$ cat src/rtl/if_fetch_unit_if.sv
// if_fetch_unit_if: hazard/redirect inputs, instruction memory bus and IF/ID outputs of the fetch stage.
interface if_fetch_unit_if #(parameter int WIDTH = 32);
  logic             stall;
  logic             redirect;
  logic [WIDTH-1:0] redirect_pc;
  logic             imem_req;
  logic [WIDTH-1:0] imem_addr;
  logic             imem_ack;
  logic [WIDTH-1:0] imem_rdata;
  logic [WIDTH-1:0] if_pc4;
  logic [WIDTH-1:0] if_ir;
  logic             if_en;
  logic             if_flush;
  modport master (
    input  stall, redirect, redirect_pc, imem_ack, imem_rdata,
    output imem_req, imem_addr, if_pc4, if_ir, if_en, if_flush
  );
  modport slave (
    output stall, redirect, redirect_pc, imem_ack, imem_rdata,
    input  imem_req, imem_addr, if_pc4, if_ir, if_en, if_flush
  );
endinterface

$ cat src/rtl/if_fetch_unit.sv
// if_fetch_unit: MIPS IF stage; owns the PC, fetches from variable-latency imem,
// buffers one word across ID stalls and applies branch/jump redirects.
module if_fetch_unit #(
  parameter int               WIDTH    = 32,
  parameter logic [WIDTH-1:0] RESET_PC = 32'h0000_3000
) (
  input logic           clk,
  input logic           rst_n,
  if_fetch_unit_if.master bus
);
  localparam logic [1:0] IDLE = 2'd0, FETCH = 2'd1, HOLD = 2'd2, DRAIN = 2'd3;
  logic [1:0] state, state_d;
  logic [WIDTH-1:0] pc, pc_d, pc4, tgt, tgt_d, hold_ir, hold_pc4, rpc;
  logic rd, ld_hold;
  assign pc4 = pc + WIDTH'(4);
  assign rpc = bus.redirect_pc & ~WIDTH'(3);
  assign rd = bus.redirect & ~bus.stall;
  assign bus.imem_req = state == FETCH || state == DRAIN;
  assign bus.imem_addr = pc;
  assign bus.if_ir = state == IDLE ? '0 : state == HOLD ? hold_ir : bus.imem_rdata;
  assign bus.if_pc4 = state == HOLD ? hold_pc4 : pc4;
  assign bus.if_en = ~bus.stall & ~rd & ((state == FETCH & bus.imem_ack) | state == HOLD);
  assign bus.if_flush = state == IDLE | (~bus.stall & ~bus.if_en);
  // An outstanding request is never abandoned: a redirect without ack parks in tgt until the ack.
  always_comb begin
    state_d = state;
    pc_d = pc;
    tgt_d = tgt;
    ld_hold = 1'b0;
    case (state)
      IDLE: state_d = FETCH;
      FETCH:
        if (bus.imem_ack) begin
          pc_d = rd ? rpc : pc4;
          ld_hold = ~rd & bus.stall;
          state_d = ld_hold ? HOLD : FETCH;
        end else if (rd) begin
          tgt_d = rpc;
          state_d = DRAIN;
        end
      HOLD: begin
        pc_d = rd ? rpc : pc;
        state_d = bus.stall ? HOLD : FETCH;
      end
      DRAIN: begin
        tgt_d = rd ? rpc : tgt;
        if (bus.imem_ack) begin
          pc_d = tgt_d;
          state_d = FETCH;
        end
      end
    endcase
  end
  always_ff @(posedge clk or negedge rst_n) begin
    if (!rst_n) begin
      state <= IDLE;
      pc <= RESET_PC;
      tgt <= '0;
      hold_ir <= '0;
      hold_pc4 <= '0;
    end else begin
      state <= state_d;
      pc <= pc_d;
      tgt <= tgt_d;
      if (ld_hold) begin
        hold_ir <= bus.imem_rdata;
        hold_pc4 <= pc4;
      end
    end
  end
endmodule

$ cat src/flat_wrapper.sv
// flat-port wrapper written by rule: the top's interface ports become plain ports
module if_fetch_unit_flat 
#(
  parameter int               WIDTH    = 32,
  parameter logic [WIDTH-1:0] RESET_PC = 32'h0000_3000
)
  (clk, rst_n, bus_stall, bus_redirect, bus_redirect_pc, bus_imem_ack, bus_imem_rdata, bus_imem_req, bus_imem_addr, bus_if_pc4, bus_if_ir, bus_if_en, bus_if_flush);
  if_fetch_unit_if #(.WIDTH(WIDTH)) bus_i ();
  input logic clk;
  input logic rst_n;
  input wire logic [$bits(bus_i.stall)-1:0] bus_stall;
  input wire logic [$bits(bus_i.redirect)-1:0] bus_redirect;
  input wire logic [$bits(bus_i.redirect_pc)-1:0] bus_redirect_pc;
  input wire logic [$bits(bus_i.imem_ack)-1:0] bus_imem_ack;
  input wire logic [$bits(bus_i.imem_rdata)-1:0] bus_imem_rdata;
  output wire logic [$bits(bus_i.imem_req)-1:0] bus_imem_req;
  output wire logic [$bits(bus_i.imem_addr)-1:0] bus_imem_addr;
  output wire logic [$bits(bus_i.if_pc4)-1:0] bus_if_pc4;
  output wire logic [$bits(bus_i.if_ir)-1:0] bus_if_ir;
  output wire logic [$bits(bus_i.if_en)-1:0] bus_if_en;
  output wire logic [$bits(bus_i.if_flush)-1:0] bus_if_flush;
  assign bus_i.stall = bus_stall;
  assign bus_i.redirect = bus_redirect;
  assign bus_i.redirect_pc = bus_redirect_pc;
  assign bus_i.imem_ack = bus_imem_ack;
  assign bus_i.imem_rdata = bus_imem_rdata;
  assign bus_imem_req = bus_i.imem_req;
  assign bus_imem_addr = bus_i.imem_addr;
  assign bus_if_pc4 = bus_i.if_pc4;
  assign bus_if_ir = bus_i.if_ir;
  assign bus_if_en = bus_i.if_en;
  assign bus_if_flush = bus_i.if_flush;
  if_fetch_unit #(.WIDTH(WIDTH), .RESET_PC(RESET_PC)) u_core (.clk(clk), .rst_n(rst_n), .bus(bus_i));
endmodule
$ cat config.mk
export PLATFORM = sky130hd
export DESIGN_NAME = if_fetch_unit_flat
export DESIGN_NICKNAME = d
export VERILOG_FILES = /design/src/rtl/if_fetch_unit_if.sv /design/src/rtl/if_fetch_unit.sv /design/src/flat_wrapper.sv
export SDC_FILE = /design/constraint.sdc
export NUM_CORES = 1
export LEC_CHECK = 0
export ABC_CLOCK_PERIOD_IN_PS = 7100
export BUFFER_PORTS_ARGS = -buffer_cell sky130_fd_sc_hd__clkbuf_2
export CAP_MARGIN = 5
export CORE_MARGIN = 2
export CORE_UTILIZATION = 59
export DETAILED_ROUTE_END_ITERATION = 6
export GPL_TIMING_DRIVEN = 1
export MAX_ROUTING_LAYER = met4
export PLACE_DENSITY = 0.95
export SYNTH_ARGS = -nofsm -noshare
export SYNTH_HDL_FRONTEND = slang
export SYNTH_SLANG_ARGS = --single-unit
$ cat constraint.sdc
create_clock -name clk -period 7.1 [get_ports clk]
set_input_delay 2.13 -clock clk [delete_from_list [all_inputs] [get_ports clk]]
set_output_delay 2.13 -clock clk [all_outputs]
set_load 0.02 [all_outputs]
# Word level (Yosys, flattened, before mapping)
# Index checks and enable logic that the tools add are counted.
[word_totals]
register_bits = 130
output_inout_bits = 99
[classes]
n_addsub = 1
n_eq_ne = 8
n_mux = 19
bitwise_logic = 11
reduce_logical = 7
[ops]
columns = ["op", "n"]
rows = [
  ["two-way mux 32 bit", 9],
  ["case mux 32 bit (3 select lines)", 1],
  ["case mux 32 bit (2 select lines)", 1],
  ["adder 32 x 3 -> 32 bit, second input constant", 1],
  ["two-way mux 2 bit", 5],
  ["case mux 2 bit (4 select lines)", 1],
  ["AND 1 bit", 6],
  ["!= test 2 bit, second input constant", 3],
  ["== test 2 bit, second input constant", 2],
  ["AND reduction 2 bit", 2],
  ["AND reduction 4 bit", 1],
  ["!= test 3 x 2 -> 1 bit, second input constant", 1],
  ["NOT 1 bit", 3],
  ["nonzero test 3 bit", 1],
  ["== test 2 x 1 -> 1 bit, second input constant", 1],
  ["zero test 2 bit", 1],
  ["two-way mux 1 bit", 2],
  ["!= test 2 x 1 -> 1 bit, second input constant", 1],
  ["bitwise OR 1 bit", 2],
  ["nonzero test 2 bit", 1],
  ["logical OR 1 bit", 1],
]

# Depth between registers and ports, before layout
[logic_depth]
word_depth = 8
ltp_mapped = 9

# Worst setup path after synthesis
# OpenSTA, ideal clock, no wires.
[synth_timing]
path_kind = "in2out"
start = "input port bus_imem_ack"
end = "output port bus_if_en"
arrival_time_ps = 2648
setup_slack_ps = 2322
path_stages = 2
path_cell_list = "a21oi_1 nor3_1"
[synth_via]
elab_chain_len = 3
[synth_rtl]
columns = ["element", "line_no", "source"]
rows = [
  ["start: declaration", "flat_wrapper.sv:14", "input wire logic [$bits(bus_i.imem_ack)-1:0] bus_imem_ack;"],
  ["AND 1 bit", "if_fetch_unit.sv:22", "assign bus.if_en = ~bus.stall & ~rd & ((state == FETCH & bus.imem_ack) | state == HOLD);"],
  ["bitwise OR 1 bit", "if_fetch_unit.sv:22", ""],
  ["AND 1 bit", "if_fetch_unit.sv:22", ""],
  ["end: declaration", "flat_wrapper.sv:20", "output wire logic [$bits(bus_i.if_en)-1:0] bus_if_en;"],
]
# No other way between the ends.

# Worst setup path in the final report
[layout_timing]
start = "register u_core.pc[2], in the netlist u_core.bus.imem_addr[2]"
end = "output port bus_if_pc4[18]"
[layout_via]
elab_chain_len = 2
[layout_rtl]
columns = ["element", "line_no", "source"]
rows = [
  ["start: declaration", "if_fetch_unit.sv:13", "logic [WIDTH-1:0] pc, pc_d, pc4, tgt, tgt_d, hold_ir, hold_pc4, rpc;"],
  ["start signal: assignment", "if_fetch_unit.sv:63", "pc <= pc_d;"],
  ["adder 32 x 3 -> 32 bit", "if_fetch_unit.sv:15", "assign pc4 = pc + WIDTH'(4);"],
  ["two-way mux 32 bit", "if_fetch_unit.sv:21", "assign bus.if_pc4 = state == HOLD ? hold_pc4 : pc4;"],
  ["end: declaration", "flat_wrapper.sv:18", "output wire logic [$bits(bus_i.if_pc4)-1:0] bus_if_pc4;"],
]
# No other way between the ends.

==> flow_summary_export.csv <==
group,metric,value,unit
logic_synthesis,synth_cell_types,70,
floorplanning,num_io_pins,168,
layout,syn_to_final_growth,19.19,%
place,dp.cells,963,
power,peakVddDrop,0.0003090,V
worst_setup_path,critical_path_class,"register to output pin",
floorplanning,die_w,115.7,um
status,status,"complete, no violations",
logic_synthesis,ys_seq_area_frac,0.4427,
global_routing,grt_pass1_wl,30180,um
power,cellPowerDensity,474.1,nW/um^2
route,ant_nets,0,
global_routing,grt_max_degree,69,
cts,root_buffer,"clkbuf_16",
sta,finClkSkew,0.007488,ns
route,drtIter0Drc,518,
floorplanning,fp.dieH,115.7,um
min_path,hp-start,"u_core.hold_pc4[2]$_DFFE_PN0P_",
min_path,hp-class,"register to register",
worst_setup_path,crit-reg2reg-launch,"u_core.state[0]$_DFFE_PN0P_",
worst_setup_path,cp.arrival,3.11,ns
logic_synthesis,synth-async-reset-ratio,1.000,
global_routing,grt_pass1_vias,6113,
logic_synthesis,synthTopCellsByArea,"dfrtp_1 44%, mux2_2 19%, mux2i_1 4.8%",
sta,max_clock_freq,0.1907,GHz
layout,fin_area,8766,sq um
cts,cts_max_level,4,
floorplanning,die-area,13370,sq um
worst_setup_path,start_kind,"register",
logic_synthesis,synth_top_area_share,0.4355,
sta,setup_tns,0,ns
sta,fin_crit_sh,0.7385,
sta,max_slew_margin,0.1689,
place,postPlaceCellArea,8225,sq um
logic_synthesis,yosysWarnings,0,
global_routing,grt_antenna_before_repair,0,
cts,cts_buffers,17,
layout,nNetsFinal,888,
run,cap_violations,0,
layout,drive_gt1_frac,0.4201,
global_routing,grt_use_total,0.2990,
route,drcViolationCount,0,
sta,period_needed,5.243,ns
floorplanning,core_area,12110,sq um
power,leakage,3.958,nW
cts,cts_hold_buf,0,
cts,clkSinkCount,130,
cts,clk_pin_slew,0.05,ns
route,viasPerCell,6.188,
cts,cts_setup_buffers,0,
logic_synthesis,synth_common_cells,"128 x dfrtp_1, 126 x mux2_2, 64 x nor2_1",
logic_synthesis,syn_area,7355,sq um
cts,cts_resized,0,
cts,clock_latency,0.42,ns
cts,cts_max_path_buffers,2,
layout,fillers,870,
place,globalplace.congestion,0.8650,
sta,tightest_slew,1.247,ns
place,dp_hpwl,12710,um
route,avgRoutedWirePerCell,19.19,um
place,io_buffer_count,165,
logic_synthesis,ys_ff_latch,130,
route,vias,6151,
logic_synthesis,synth_top_cell_by_area,"dfrtp_1",
logic_synthesis,syn_area_per_cell,10.98,sq um
logic_synthesis,syn_nets,744,
route,wl,19080,um
floorplanning,rows,40,
layout,n_antenna_cell,0,
global_routing,grt-ovfl-total,0,
worst_setup_path,end_kind,"output pin",
worst_setup_path,startpoint,"u_core.bus.imem_addr[2]$_DFFE_PN0P_",
cts,tritoncts,"yes",
sta,finalSetupViolCount,0,
sta,finalWorstSetupSlack,1.857,ns
route,drtPass1Iterations,6,
logic_synthesis,syn_inst,670,
sta,drv_slew,0,
worst_setup_path,worstPathRequired,4.97,ns
logic_synthesis,synth_edf_count,0,
worst_setup_path,worstPathMaxFanout,8,
layout,final_cells,994,
sta,hold_violations,0,
floorplanning,initial_core_util,0.6072,
logic_synthesis,synth_ff_type,"dfrtp_1",
place,place_ws,2.126,ns
sta,rsz0062_at_grt,"no",
logic_synthesis,yosysMostFrequentCell,"dfrtp_1",
-- area by class of cell --
class	instances	area, sq um	share of cell area
clock inverter	6	55.05	0.006280
timing repair buffer	172	880.8	0.1005
inverter	9	33.78	0.003854
tap	168	210.2	0.02398
multi-input combinational	484	3845	0.4386
clock buffer	25	485.5	0.05538
sequential	130	3256	0.3714
-- worst max-delay path, stage by stage, from the launching register on --
cell and delay [ns]:
dfrtp_1 0.47, ha_1 0.35, nand3_4 0.14, nor4_1 0.82
and4_1 0.36, xor2_1 0.21, mux2_2 0.18, clkbuf_2 0.16
-- stage by stage --
stage | hold WS, ns | util | total power [mW]
6_report | 0.4986 | 0.7238 | 4.156
5_1_grt | 0.5095 | 0.7238 | 4.395
4_1_cts | 0.4923 | 0.7238 | 4.150
3_5_place_dp | 0.4786 | 0.6791 | 3.328
3_3_place_gp | 0.4645 | 0.6791 | 3.233
2_1_floorplan | 0.4502 | - | 2.752
-- power breakdown --
group          internal [mW]  switching, mW
Combinational          0.826           1.12
Clock                  0.504          0.308
Sequential              1.09          0.305
-- worst paths after layout --
path	to	slack (ns)	cells after the start
max	bus_if_pc4[18]	1.86	7
min	u_core.hold_pc4[2]$_DFFE_PN0P_	0.50	2
max reg2reg	u_core.bus.imem_addr[13]$_DFFE_PN1P_	3.90	6
min reg2reg	u_core.hold_pc4[2]$_DFFE_PN0P_	0.50	2
max in group asynchronous	u_core.hold_pc4[17]$_DFFE_PN0P_	4.36	2
min in group asynchronous	u_core.hold_pc4[5]$_DFFE_PN0P_	1.58	1
-- sequential cells by signal, summed over array words and instances, names as in the netlist --
signal,flops
u_core.tgt,32
u_core.hold_ir,32
u_core.bus.imem_addr,32
u_core.hold_pc4,32
u_core.state,2
-- layout by cell type, fill, tap and decap left out, types with 6 or more instances in the layout --
cell type  count
a21oi_1       19
a222oi_1       7
a31oi_1        6
and3_1         7
buf_4          8
clkbuf_16     17
clkbuf_2     164
dfrtp_1      128
inv_1          9
mux2_2       126
mux2i_1       35
nand2_1       29
nand3_1       11
nand4_1        9
nor2_1        64
nor3_1         8
o21ai_0       28
o22ai_1       12
o2bb2ai_1      6
xnor2_1       14
xor2_1        14
-- logic make-up (layout without fill, tap and decap cells) --
| logic type | count (synthesis) | count (layout) | synth area share |
|---|---|---|---|
| compound gates | 118 | 118 | 0.1119 |
| xor+xnor | 28 | 28 | 0.03335 |
| fa+ha+maj | 5 | 5 | 0.008506 |
| buf+inv | 56 | 212 | 0.03794 |
| flops | 130 | 130 | 0.4427 |
| mux | 161 | 161 | 0.2406 |
| simple gates | 172 | 172 | 0.1250 |
-- per-layer routing --
layer  part of all wire  global-route usage
met2               0.50              0.4932
met3              0.081             0.07374
met5                  0                   -
met1               0.40              0.3535
met4              0.021              0.1198
Power figures use the tool's default switching activity.
